$ cat config.mk
export PLATFORM = sky130hd
export DESIGN_NAME = downstream_cancel_ledger_flat
export DESIGN_NICKNAME = d
export VERILOG_FILES = /design/src/rtl/downstream_cancel_ledger_if.sv /design/src/rtl/downstream_cancel_ledger.sv /design/src/flat_wrapper.sv
export SDC_FILE = /design/constraint.sdc
export NUM_CORES = 1
export LEC_CHECK = 0
export ABC_CLOCK_PERIOD_IN_PS = 3350
export BUFFER_PORTS_ARGS = -buffer_cell sky130_fd_sc_hd__buf_2
export CAP_MARGIN = 20
export CORE_ASPECT_RATIO = 0.6
export CORE_UTILIZATION = 63
export CTS_BUF_LIST = sky130_fd_sc_hd__clkbuf_16
export DETAILED_ROUTE_END_ITERATION = 6
export PLACE_DENSITY = 0.8
export SLEW_MARGIN = 20
export SYNTH_ARGS = -nofsm -noshare
export SYNTH_HDL_FRONTEND = slang
export SYNTH_SLANG_ARGS = --single-unit
$ cat constraint.sdc
create_clock -name clk -period 3.35 [get_ports clk]
set_input_delay 0.8375 -clock clk [delete_from_list [all_inputs] [get_ports clk]]
set_output_delay 0.8375 -clock clk [all_outputs]
set_load 0.03 [all_outputs]
$ cat src/rtl/downstream_cancel_ledger_if.sv
// Event, lookup and update-report signals of the downstream cancel ledger.
// The exchange/risk side is the master; the ledger itself is the slave.
`timescale 1ns/1ps

interface downstream_cancel_ledger_if #(
    parameter int AMT_W = 16
) ();
    // Event handshake from the exchange side
    logic             evt_valid;
    logic             evt_ready;
    logic [4:0]       evt_client;
    logic [AMT_W-1:0] evt_amount;
    logic             evt_clear;

    // Lookup port feeding the upstream risk check
    logic [4:0]       query_id;
    logic [AMT_W-1:0] cancelled_orders;

    // Update report and status
    logic             upd_valid;
    logic [4:0]       upd_client;
    logic             saturated;

    modport master (
        output evt_valid, evt_client, evt_amount, evt_clear, query_id,
        input  evt_ready, cancelled_orders, upd_valid, upd_client, saturated
    );

    modport slave (
        input  evt_valid, evt_client, evt_amount, evt_clear, query_id,
        output evt_ready, cancelled_orders, upd_valid, upd_client, saturated
    );
endinterface

$ cat src/rtl/downstream_cancel_ledger.sv
// Per-client running total of cancelled order amount. Events are applied by
// an IDLE -> READ -> WRITE read-modify-write sequencer; the total for
// query_id is served on a registered lookup port with write bypass.
`timescale 1ns/1ps

module downstream_cancel_ledger #(
    parameter int N_CLIENTS = 32,
    parameter int AMT_W     = 16
) (
    input  logic                     clk,
    input  logic                     HRESETn,
    downstream_cancel_ledger_if.slave bus
);

    localparam int               ID_W    = 5;
    localparam logic [ID_W:0]    N_LIM   = (ID_W+1)'(N_CLIENTS);
    localparam logic [AMT_W-1:0] AMT_MAX = '1;

    typedef enum logic [1:0] {
        IDLE  = 2'd0,
        READ  = 2'd1,
        WRITE = 2'd2
    } state_t;

    state_t           state_q, state_d;
    logic [ID_W-1:0]  hold_client_q, hold_client_d;
    logic [AMT_W-1:0] hold_amount_q, hold_amount_d;
    logic             hold_clear_q, hold_clear_d;
    logic [AMT_W-1:0] old_q, old_d;
    logic [AMT_W-1:0] table_q [N_CLIENTS];
    logic [AMT_W-1:0] table_d [N_CLIENTS];
    logic [AMT_W-1:0] cancelled_q, cancelled_d;
    logic             upd_valid_q, upd_valid_d;
    logic [ID_W-1:0]  upd_client_q, upd_client_d;
    logic             saturated_q, saturated_d;

    logic             evt_ready;
    logic             hold_in_range;
    logic             query_in_range;
    logic             write_en;
    logic [AMT_W:0]   sum;
    logic             sat_hit;
    logic [AMT_W-1:0] new_val;

    // Ready only in IDLE and never while reset is asserted.
    assign evt_ready = (state_q == IDLE) && HRESETn;

    assign hold_in_range  = ({1'b0, hold_client_q} < N_LIM);
    assign query_in_range = ({1'b0, bus.query_id}  < N_LIM);

    // Saturating add of the held amount onto the entry read in READ.
    always_comb begin
        sum     = {1'b0, old_q} + {1'b0, hold_amount_q};
        sat_hit = !hold_clear_q && sum[AMT_W];
        if (hold_clear_q) begin
            new_val = '0;
        end else if (sat_hit) begin
            new_val = AMT_MAX;
        end else begin
            new_val = sum[AMT_W-1:0];
        end
    end

    // Sequencer next state, table update, update report and lookup.
    always_comb begin
        // NOTE: every variable gets a default first so no path can infer a latch.
        state_d       = state_q;
        hold_client_d = hold_client_q;
        hold_amount_d = hold_amount_q;
        hold_clear_d  = hold_clear_q;
        old_d         = old_q;
        table_d       = table_q;
        upd_valid_d   = 1'b0;
        upd_client_d  = upd_client_q;
        saturated_d   = saturated_q;
        write_en      = 1'b0;

        case (state_q)
            IDLE: begin
                if (bus.evt_valid && evt_ready) begin
                    hold_client_d = bus.evt_client;
                    hold_amount_d = bus.evt_amount;
                    hold_clear_d  = bus.evt_clear;
                    state_d       = READ;
                end
            end
            READ: begin
                old_d   = hold_in_range ? table_q[hold_client_q] : '0;
                state_d = WRITE;
            end
            WRITE: begin
                // Out-of-range ids are dropped but still report an update.
                write_en = hold_in_range;
                if (write_en) begin
                    table_d[hold_client_q] = new_val;
                end
                if (sat_hit) begin
                    saturated_d = 1'b1;
                end
                upd_valid_d  = 1'b1;
                upd_client_d = hold_client_q;
                state_d      = IDLE;
            end
            default: begin
                state_d = IDLE;
            end
        endcase

        // Lookup forwards a same-edge write so the risk check never sees a stale total.
        cancelled_d = query_in_range ? table_q[bus.query_id] : '0;
        if (write_en && (hold_client_q == bus.query_id)) begin
            cancelled_d = new_val;
        end
    end

    // State register with synchronous active-low reset.
    always_ff @(posedge clk) begin
        // NOTE: all sequential state uses non-blocking assignment so every flop samples pre-edge values.
        if (!HRESETn) begin
            state_q       <= IDLE;
            hold_client_q <= '0;
            hold_amount_q <= '0;
            hold_clear_q  <= 1'b0;
            old_q         <= '0;
            cancelled_q   <= '0;
            upd_valid_q   <= 1'b0;
            upd_client_q  <= '0;
            saturated_q   <= 1'b0;
            // NOTE: the table is built from flops, not RAM, because reset must clear every entry in one cycle.
            for (int i = 0; i < N_CLIENTS; i++) begin
                table_q[i] <= '0;
            end
        end else begin
            state_q       <= state_d;
            hold_client_q <= hold_client_d;
            hold_amount_q <= hold_amount_d;
            hold_clear_q  <= hold_clear_d;
            old_q         <= old_d;
            cancelled_q   <= cancelled_d;
            upd_valid_q   <= upd_valid_d;
            upd_client_q  <= upd_client_d;
            saturated_q   <= saturated_d;
            table_q       <= table_d;
        end
    end

    assign bus.evt_ready        = evt_ready;
    assign bus.cancelled_orders = cancelled_q;
    assign bus.upd_valid        = upd_valid_q;
    assign bus.upd_client       = upd_client_q;
    assign bus.saturated        = saturated_q;

endmodule

$ cat src/flat_wrapper.sv
// flat-port wrapper written by rule: the top's interface ports become plain ports
module downstream_cancel_ledger_flat 
#(
    parameter int N_CLIENTS = 32,
    parameter int AMT_W     = 16
)
  (clk, HRESETn, bus_evt_valid, bus_evt_client, bus_evt_amount, bus_evt_clear, bus_query_id, bus_evt_ready, bus_cancelled_orders, bus_upd_valid, bus_upd_client, bus_saturated);
  downstream_cancel_ledger_if #(.AMT_W(AMT_W)) bus_i ();
  input  logic clk;
  input  logic HRESETn;
  input wire logic [$bits(bus_i.evt_valid)-1:0] bus_evt_valid;
  input wire logic [$bits(bus_i.evt_client)-1:0] bus_evt_client;
  input wire logic [$bits(bus_i.evt_amount)-1:0] bus_evt_amount;
  input wire logic [$bits(bus_i.evt_clear)-1:0] bus_evt_clear;
  input wire logic [$bits(bus_i.query_id)-1:0] bus_query_id;
  output wire logic [$bits(bus_i.evt_ready)-1:0] bus_evt_ready;
  output wire logic [$bits(bus_i.cancelled_orders)-1:0] bus_cancelled_orders;
  output wire logic [$bits(bus_i.upd_valid)-1:0] bus_upd_valid;
  output wire logic [$bits(bus_i.upd_client)-1:0] bus_upd_client;
  output wire logic [$bits(bus_i.saturated)-1:0] bus_saturated;
  assign bus_i.evt_valid = bus_evt_valid;
  assign bus_i.evt_client = bus_evt_client;
  assign bus_i.evt_amount = bus_evt_amount;
  assign bus_i.evt_clear = bus_evt_clear;
  assign bus_i.query_id = bus_query_id;
  assign bus_evt_ready = bus_i.evt_ready;
  assign bus_cancelled_orders = bus_i.cancelled_orders;
  assign bus_upd_valid = bus_i.upd_valid;
  assign bus_upd_client = bus_i.upd_client;
  assign bus_saturated = bus_i.saturated;
  downstream_cancel_ledger #(.N_CLIENTS(N_CLIENTS), .AMT_W(AMT_W)) u_core (.clk(clk), .HRESETn(HRESETn), .bus(bus_i));
endmodule
==> results.md, run 1 <==
* Status: finished, violations left
* Failing checks: design-rule violations
* Height of the die at 167 um
* DP Area at 0.0298 mm2
* Via density at 7.63
* Share of cells above drive strength 1 at 24.5%
* Netlist cell types at 74
* Initial core utilization at 64.0%
* CTS clock-pin slew for the worst setup and hold paths at 0.07 ns
* Final setup viols at 0
* DRT Pass-1 Iters at 7
* Post-cts sizing count at 0
* Fill cell count at 3272
* Register area at 0.0115 mm2
* Routability cong. at 1.03
* Buffers inserted by post-CTS timing repair at 0
* Seq pwr share at 47.5%
* Fmax at 0.324 GHz
* P_leak at 10.9 nW
* Final Hold Vio Count at 0
* Cells after Synth at 2848
* #FFs+latches synth at 575
* Least-Margin Pin Slew at 1.19 ns
* CTS root buf: clkbuf_16
* Width of the die at 277 um
* Maxcap violations at 0
* WP data required at 3.84 ns
* H-tree levels at 2
* Max Buffers Root-to-Sink at 3
* Final HPWL DP at 78700 um
* DIE AREA at 0.0464 mm2
* Clock Sinks at 575
* Syn Area/Cell at 10.1 um2
* P_sw at 0.00385 W
* Core ar. at 0.0448 mm2
* Switching share of power at 26.3%
* Multi-input gate area at 0.0158 mm2
* Post-DRT Antenna Nets at 0
* Clock skew at 0.0280 ns
* Routed wire per std cell at 32.3 um
* Hold Slack at 0.456 ns
* Worst Path Max Fanout at 27
* Row count at 60
* Power per cell area at 464 mW/mm2
* CP startpoint kind: register
* CP arrival at 3.57 ns
* Kind of critical path: register to register
* Worst hold path type: register to register
* RSZ-0062 raised after global routing: false
* Gr usage total at 48.1%
* TritonCTS clock tree: done
* Largest net degree at the start of global routing at 237
* Antenna Cells at 0
* Vias in the first global route at 24.9k
* Nets at 2906
* Cell Chain, Critical Path: ha_1, fa_1, a211oi_2, o211ai_1, a21o_1, o21a_2, a22o_4, nand2_4, o21ai_0
* Port Buf Inserts at 53
* Yosys warns at 0
* Setup TNS at 0 ns
* Syn-to-layout area delta at 10.1%
* Clock Latency Late Sink at 0.62 ns
* Inserted Clock Buffers at 53
* Cell area after synthesis at 0.0287 mm2
* 1st-iter DRT viols at 4812
* Logic pwr share at 8.8%
* Syn nets at 2895
* Worst path max stage delay at 0.44 ns
* Sequential area share after synthesis at 40.2%
* Max-slew headroom at 20.9%
* Total power at 0.0146 W
* Final non-filler cell area at 0.0316 mm2
* Pins over their slew limit at 0
* Hold Buf Count CTS at 0
* Initial antenna violation count at 8
* Via Count at 26.6k
* Internal at 0.0108 W
* Ys flop type: dfxtp_1
* EDFF count, synth at 0
* Slowest stage cell, crit path: fa_1
* Clock Power Share at 43.7%
* Worst ir drop on vdd at 0.401 mV
* Period utilization at 92.1%
* GRT overflow at 0
* Post-synth ARST share at 0%
* Crit path time final at 3.09 ns
* # IOs at 54
* First-pass GRT wire length at 164000 um
* Total wire length at 113000 um
* DRC at 10
* Nature of the critical path endpoint: register
[metal layers]
metal  track usage (%)  wire [um]
met4              23.5       6610
met1              66.2      42000
met2              63.0      43300
met3              22.2      20900
met5             0.923         78
[kinds of logic after synthesis]
kind of cell             count (synthesis)  share of synthesized area, %
AO/OA/AOI/OAI                          882                          19.4
XOR/XNOR                                16                         0.489
adder cells (fa/ha/maj)                 17                         0.768
buffers and inverters                  275                          4.91
flip-flops                             575                          40.2
multiplexers                           291                          21.4
AND/OR/NAND/NOR                        792                          12.8
[cell usage in the layout (no fill, tap or decap), drive strengths merged, types with 6 or more instances in the layout]
| cell | n |
|---|---|
| a22oi | 129 |
| a211oi | 7 |
| nand2 | 206 |
| nor2 | 203 |
| o22ai | 19 |
| nor2b | 11 |
| o21ai | 433 |
| nand3 | 318 |
| mux2i | 31 |
| a31oi | 9 |
| clkbuf | 55 |
| a32oi | 32 |
| inv | 19 |
| dfxtp | 575 |
| a21oi | 173 |
| xnor2 | 6 |
| or2 | 6 |
| bufinv | 8 |
| mux4 | 258 |
| o21a | 7 |
| a22o | 13 |
| a221oi | 17 |
| ha | 16 |
| clkinv | 22 |
| a21o | 11 |
| o221ai | 8 |
| and3 | 8 |
| nor3 | 20 |
| xor2 | 10 |
| buf | 219 |
| nand2b | 11 |
[worst max-delay path, delay by kind of cell, from the launching register on]
| kind | cells | cell delay, ns |
|---|---|---|
| AO/OA/AOI/OAI | 6 | 1.59 |
| AND/OR/NAND/NOR | 1 | 0.36 |
| adder cells (fa/ha/maj) | 2 | 0.68 |
| flip-flops | 1 | 0.32 |
[metrics by stage]
stage / std cells / utilization [%] / setup slack, ns
global route: 3488 / 70.4 / 0.142
global placement: 3393 / 66.4 / 0.297
finish: 3488 / 70.4 / 0.265
detailed placement: 3393 / 66.4 / 0.298
floorplan: 2848 / - / 0.644
CTS: 3488 / 70.4 / 0.315
[Yosys cell counts (10+ instances only)]
library cell / count / area, um2
a221oi_1: 17 / 149
buf_1: 20 / 75.1
o21ai_0: 333 / 1670
buf_2: 65 / 325
o21ai_2: 57 / 499
o21ai_1: 43 / 215
inv_1: 10 / 37.5
o22ai_1: 19 / 119
nor2_2: 18 / 113
mux2i_1: 31 / 310
mux4_2: 258 / 5810
a21o_1: 11 / 82.6
nand3_1: 317 / 1590
nor3_1: 17 / 85.1
buf_6: 26 / 293
a22o_1: 12 / 105
nor2_1: 180 / 676
nand2_2: 13 / 81.3
a22oi_1: 129 / 968
buf_4: 24 / 180
clkbuf_1: 121 / 454
nor2b_1: 11 / 68.8
ha_1: 16 / 200
xor2_1: 10 / 87.6
nand2_1: 192 / 721
a21oi_2: 31 / 272
a32oi_1: 32 / 280
a21oi_1: 141 / 706
dfxtp_1: 575 / 11500
[registers in the layout, summed over array words and instances, names as in the netlist]
| register | count |
|---|---|
| u_core.table_q | 512 |
| u_core.bus.cancelled_orders | 16 |
| u_core.hold_amount_q | 16 |
| u_core.old_q | 16 |
| u_core.bus.upd_client | 5 |
| u_core.hold_client_q | 5 |
| u_core.state_q | 2 |
| u_core.bus.saturated | 1 |
| u_core.bus.upd_valid | 1 |
| u_core.hold_clear_q | 1 |
[layout make-up]
cell class	instances	share of cell area (%)
multi-input cells	1998	49.9
flip-flops and latches	575	36.5
repair buffers	220	5.45
clock buffers	54	4.28
well taps	589	2.34
clock inverters	41	1.34
inverters	11	0.139
[power by group through the flow]
stage / clock, W / sequential [W] / combinational, W
final: 0.00639 / 0.00694 / 0.00129
after global routing: 0.00662 / 0.00694 / 0.00132
after CTS: 0.00636 / 0.00694 / 0.00123
after detailed placement: 0 / 0.00709 / 0.00123
after global placement: 0 / 0.00709 / 0.00122
after floorplan: 0 / 0.00706 / 0.000834
[path summary, 6_finish.rpt]
check / cells after the start / slack, ns / endpoint / startpoint
max: 9 / 0.26 / u_core.table_q[413]$_SDFFE_PN0P_ / u_core.old_q[0]$_SDFFE_PN0N_
min: 2 / 0.46 / u_core.bus.upd_client[0]$_SDFFE_PN0P_ / u_core.bus.upd_client[0]$_SDFFE_PN0P_
max reg2reg: 9 / 0.26 / u_core.table_q[413]$_SDFFE_PN0P_ / u_core.old_q[0]$_SDFFE_PN0N_
min reg2reg: 2 / 0.46 / u_core.bus.upd_client[0]$_SDFFE_PN0P_ / u_core.bus.upd_client[0]$_SDFFE_PN0P_
Power figures use the tool's default switching activity.
==> run 2, diff against run 1 <==
- CELL_PAD_IN_SITES_DETAIL_PLACEMENT: default -> 1
- CELL_PAD_IN_SITES_GLOBAL_PLACEMENT: default -> 1
- CORE_UTILIZATION: 63 -> 50
- PLACE_DENSITY: 0.8 -> default
- PLACE_DENSITY_LB_ADDON: default -> 0.1
==> run 2 against run 1 <==
Against the previous run:
- clock-buffer cell count rose by 2
- sequential power barely moved
- power fell by 0.13%
- cell count rose by 6.3%
- the flow now finishes without violations
- largest power group unchanged
- worst hold slack got worse by 0.010 ns
- largest cell class unchanged
- via count rose by 0.54%
- register-to-register slack barely moved
- sequential share of layout area fell by 0.62 points
- critical path type unchanged
- core utilization fell by 13 points
==> results.md, run 2 (same netlist as run 1, synthesis figures left out) <==
* Reg with most FFs: u_core.table_q
* Final HPWL DP at 90000 um
* Commonest non-fill, non-tap cell in the layout: dfxtp_1
* RSZ-0062 raised after global routing: false
* DRC at 0
* 1st-iter DRT viols at 3937
* Height of the die at 187 um
* Multi-input gate area at 0.0158 mm2
* Max-slew headroom at 20.8%
* Clock Latency Late Sink at 0.66 ns
* Via Count at 26.8k
* Maxcap violations at 0
* CP arrival at 3.60 ns
* CTS clock-pin slew for the worst setup and hold paths at 0.07 ns
* Power per cell area at 455 mW/mm2
* Max Buffers Root-to-Sink at 3
* H-tree levels at 2
* Largest net degree at the start of global routing at 191
* # IOs at 54
* GRT overflow at 0
* WP data required at 3.86 ns
* Final core occ at 57.1%
* Row count at 67
* Initial core utilization at 51.0%
* Inserted Clock Buffers at 55
* Hold Slack at 0.446 ns
* Routed wire per std cell at 33.8 um
* Pins over their slew limit at 0
* Syn-to-layout area delta at 12.0%
* TritonCTS clock tree: done
* CP startpoint kind: register
* Post-DRT Antenna Nets at 0
* Worst hold path type: input pin to register
* Nets at 2948
* Fmax at 0.324 GHz
* Core ar. at 0.0563 mm2
* Nature of the critical path endpoint: register
* Register area at 0.0115 mm2
* DRT Pass-1 Iters at 5
* First-pass GRT wire length at 182000 um
* CTS root buf: clkbuf_16
* Clock skew at 0.0487 ns
* Worst ir drop on vdd at 0.378 mV
* Worst Path Max Fanout at 21
* Routability cong. at 1.00
* Commonest cells after routing, fill and taps aside: dfxtp_1 (571), o21ai_0 (333), nand3_1 (317)
* Port Buf Inserts at 53
* Initial antenna violation count at 4
* Crit path time final at 3.09 ns
* Final Hold Vio Count at 0
* Vias in the first global route at 26.4k
* Via density at 7.22
* DIE AREA at 0.0583 mm2
* Gr usage total at 42.5%
* P_leak at 11.1 nW
* Max reg flops at 512
* Setup TNS at 0 ns
* Width of the die at 311 um
* Clock Sinks at 575
* Total wire length at 125000 um
* Period utilization at 92.2%
* Share of cells above drive strength 1 at 25.4%
* Fill cell count at 6094
* Status: complete, no violations
* Kind of critical path: register to register
* Total power at 0.0146 W
* Final setup viols at 0
* Least-Margin Pin Slew at 1.19 ns
-- run 2: changes by cell type in the layout (fill, tap and decap cells not counted), sizes merged --
cell | before | now
clkinv | 22 | 23
buf | 219 | 259
clkbuf | 55 | 57
clkinvlp | 3 | 4
inv | 19 | 25
bufinv | 8 | 4
diode | 0 | 3
-- run 2: critical path, stage by stage, from the launching register on --
cell and delay, ns:
dfxtp_2 0.91, nand2_1 0.21, nor2_1 0.53, nand2_1 0.67, buf_4 0.41, nand3_1 0.09, o21ai_0 0.10
-- run 2: worst paths after layout --
kind,startpoint,endpoint,slack (ns),depth (start not counted)
min,bus_evt_amount[3],u_core.hold_amount_q[3]$_SDFFE_PN0P_,0.45,3
max,u_core.hold_client_q[3]$_SDFFE_PN0P_,u_core.table_q[267]$_SDFFE_PN0P_,0.26,6
max reg2reg,u_core.hold_client_q[3]$_SDFFE_PN0P_,u_core.table_q[267]$_SDFFE_PN0P_,0.26,6
min reg2reg,u_core.bus.upd_client[2]$_SDFFE_PN0P_,u_core.bus.upd_client[2]$_SDFFE_PN0P_,0.46,2
-- run 2: area by class of cell --
cell class | instances | share of cell area (%)
antenna | 3 | 0.0234
clock buffer | 56 | 4.37
clock inverter | 45 | 0.990
inverter | 11 | 0.136
multi-input combinational | 1998 | 49.1
sequential | 575 | 35.9
tap | 759 | 2.96
timing repair buffer | 260 | 6.52
-- run 2: what timing repair did --
item / 4_1_cts / 5_1_grt
hold buffers: 0 / 0
setup endpoints to repair: 0 / 4
gates resized for setup: 0 / 1
buffers inserted: 0 / 0
-- run 2: report_power, final --
| part | internal (W) | leakage (nW) | switching, W |
|---|---|---|---|
| clock network | 0.00333 | 0.883 | 0.00293 |
| registers | 0.00687 | 4.64 | 0.0000699 |
| logic | 0.000410 | 5.60 | 0.000996 |
-- run 2: through the flow --
| stage | worst slack, ns | std cells | area [um2] |
|---|---|---|---|
| 6_report | 0.260 | 3707 | 32100 |
| 3_3_place_gp | 0.209 | 3603 | 30400 |
| 5_1_grt | 0.136 | 3704 | 32100 |
| 2_1_floorplan | 0.644 | 2848 | 28700 |
| 4_1_cts | 0.179 | 3704 | 32100 |
| 3_5_place_dp | 0.139 | 3603 | 30400 |
-- run 2: layer usage --
metal  wire length, um  track usage, %  part of all wire (%)
met5               103            1.14                 0.082
met4              4660            15.3                   3.7
met3             18400            14.5                    15
met2             50200            58.3                    40
met1             51900            61.6                    41
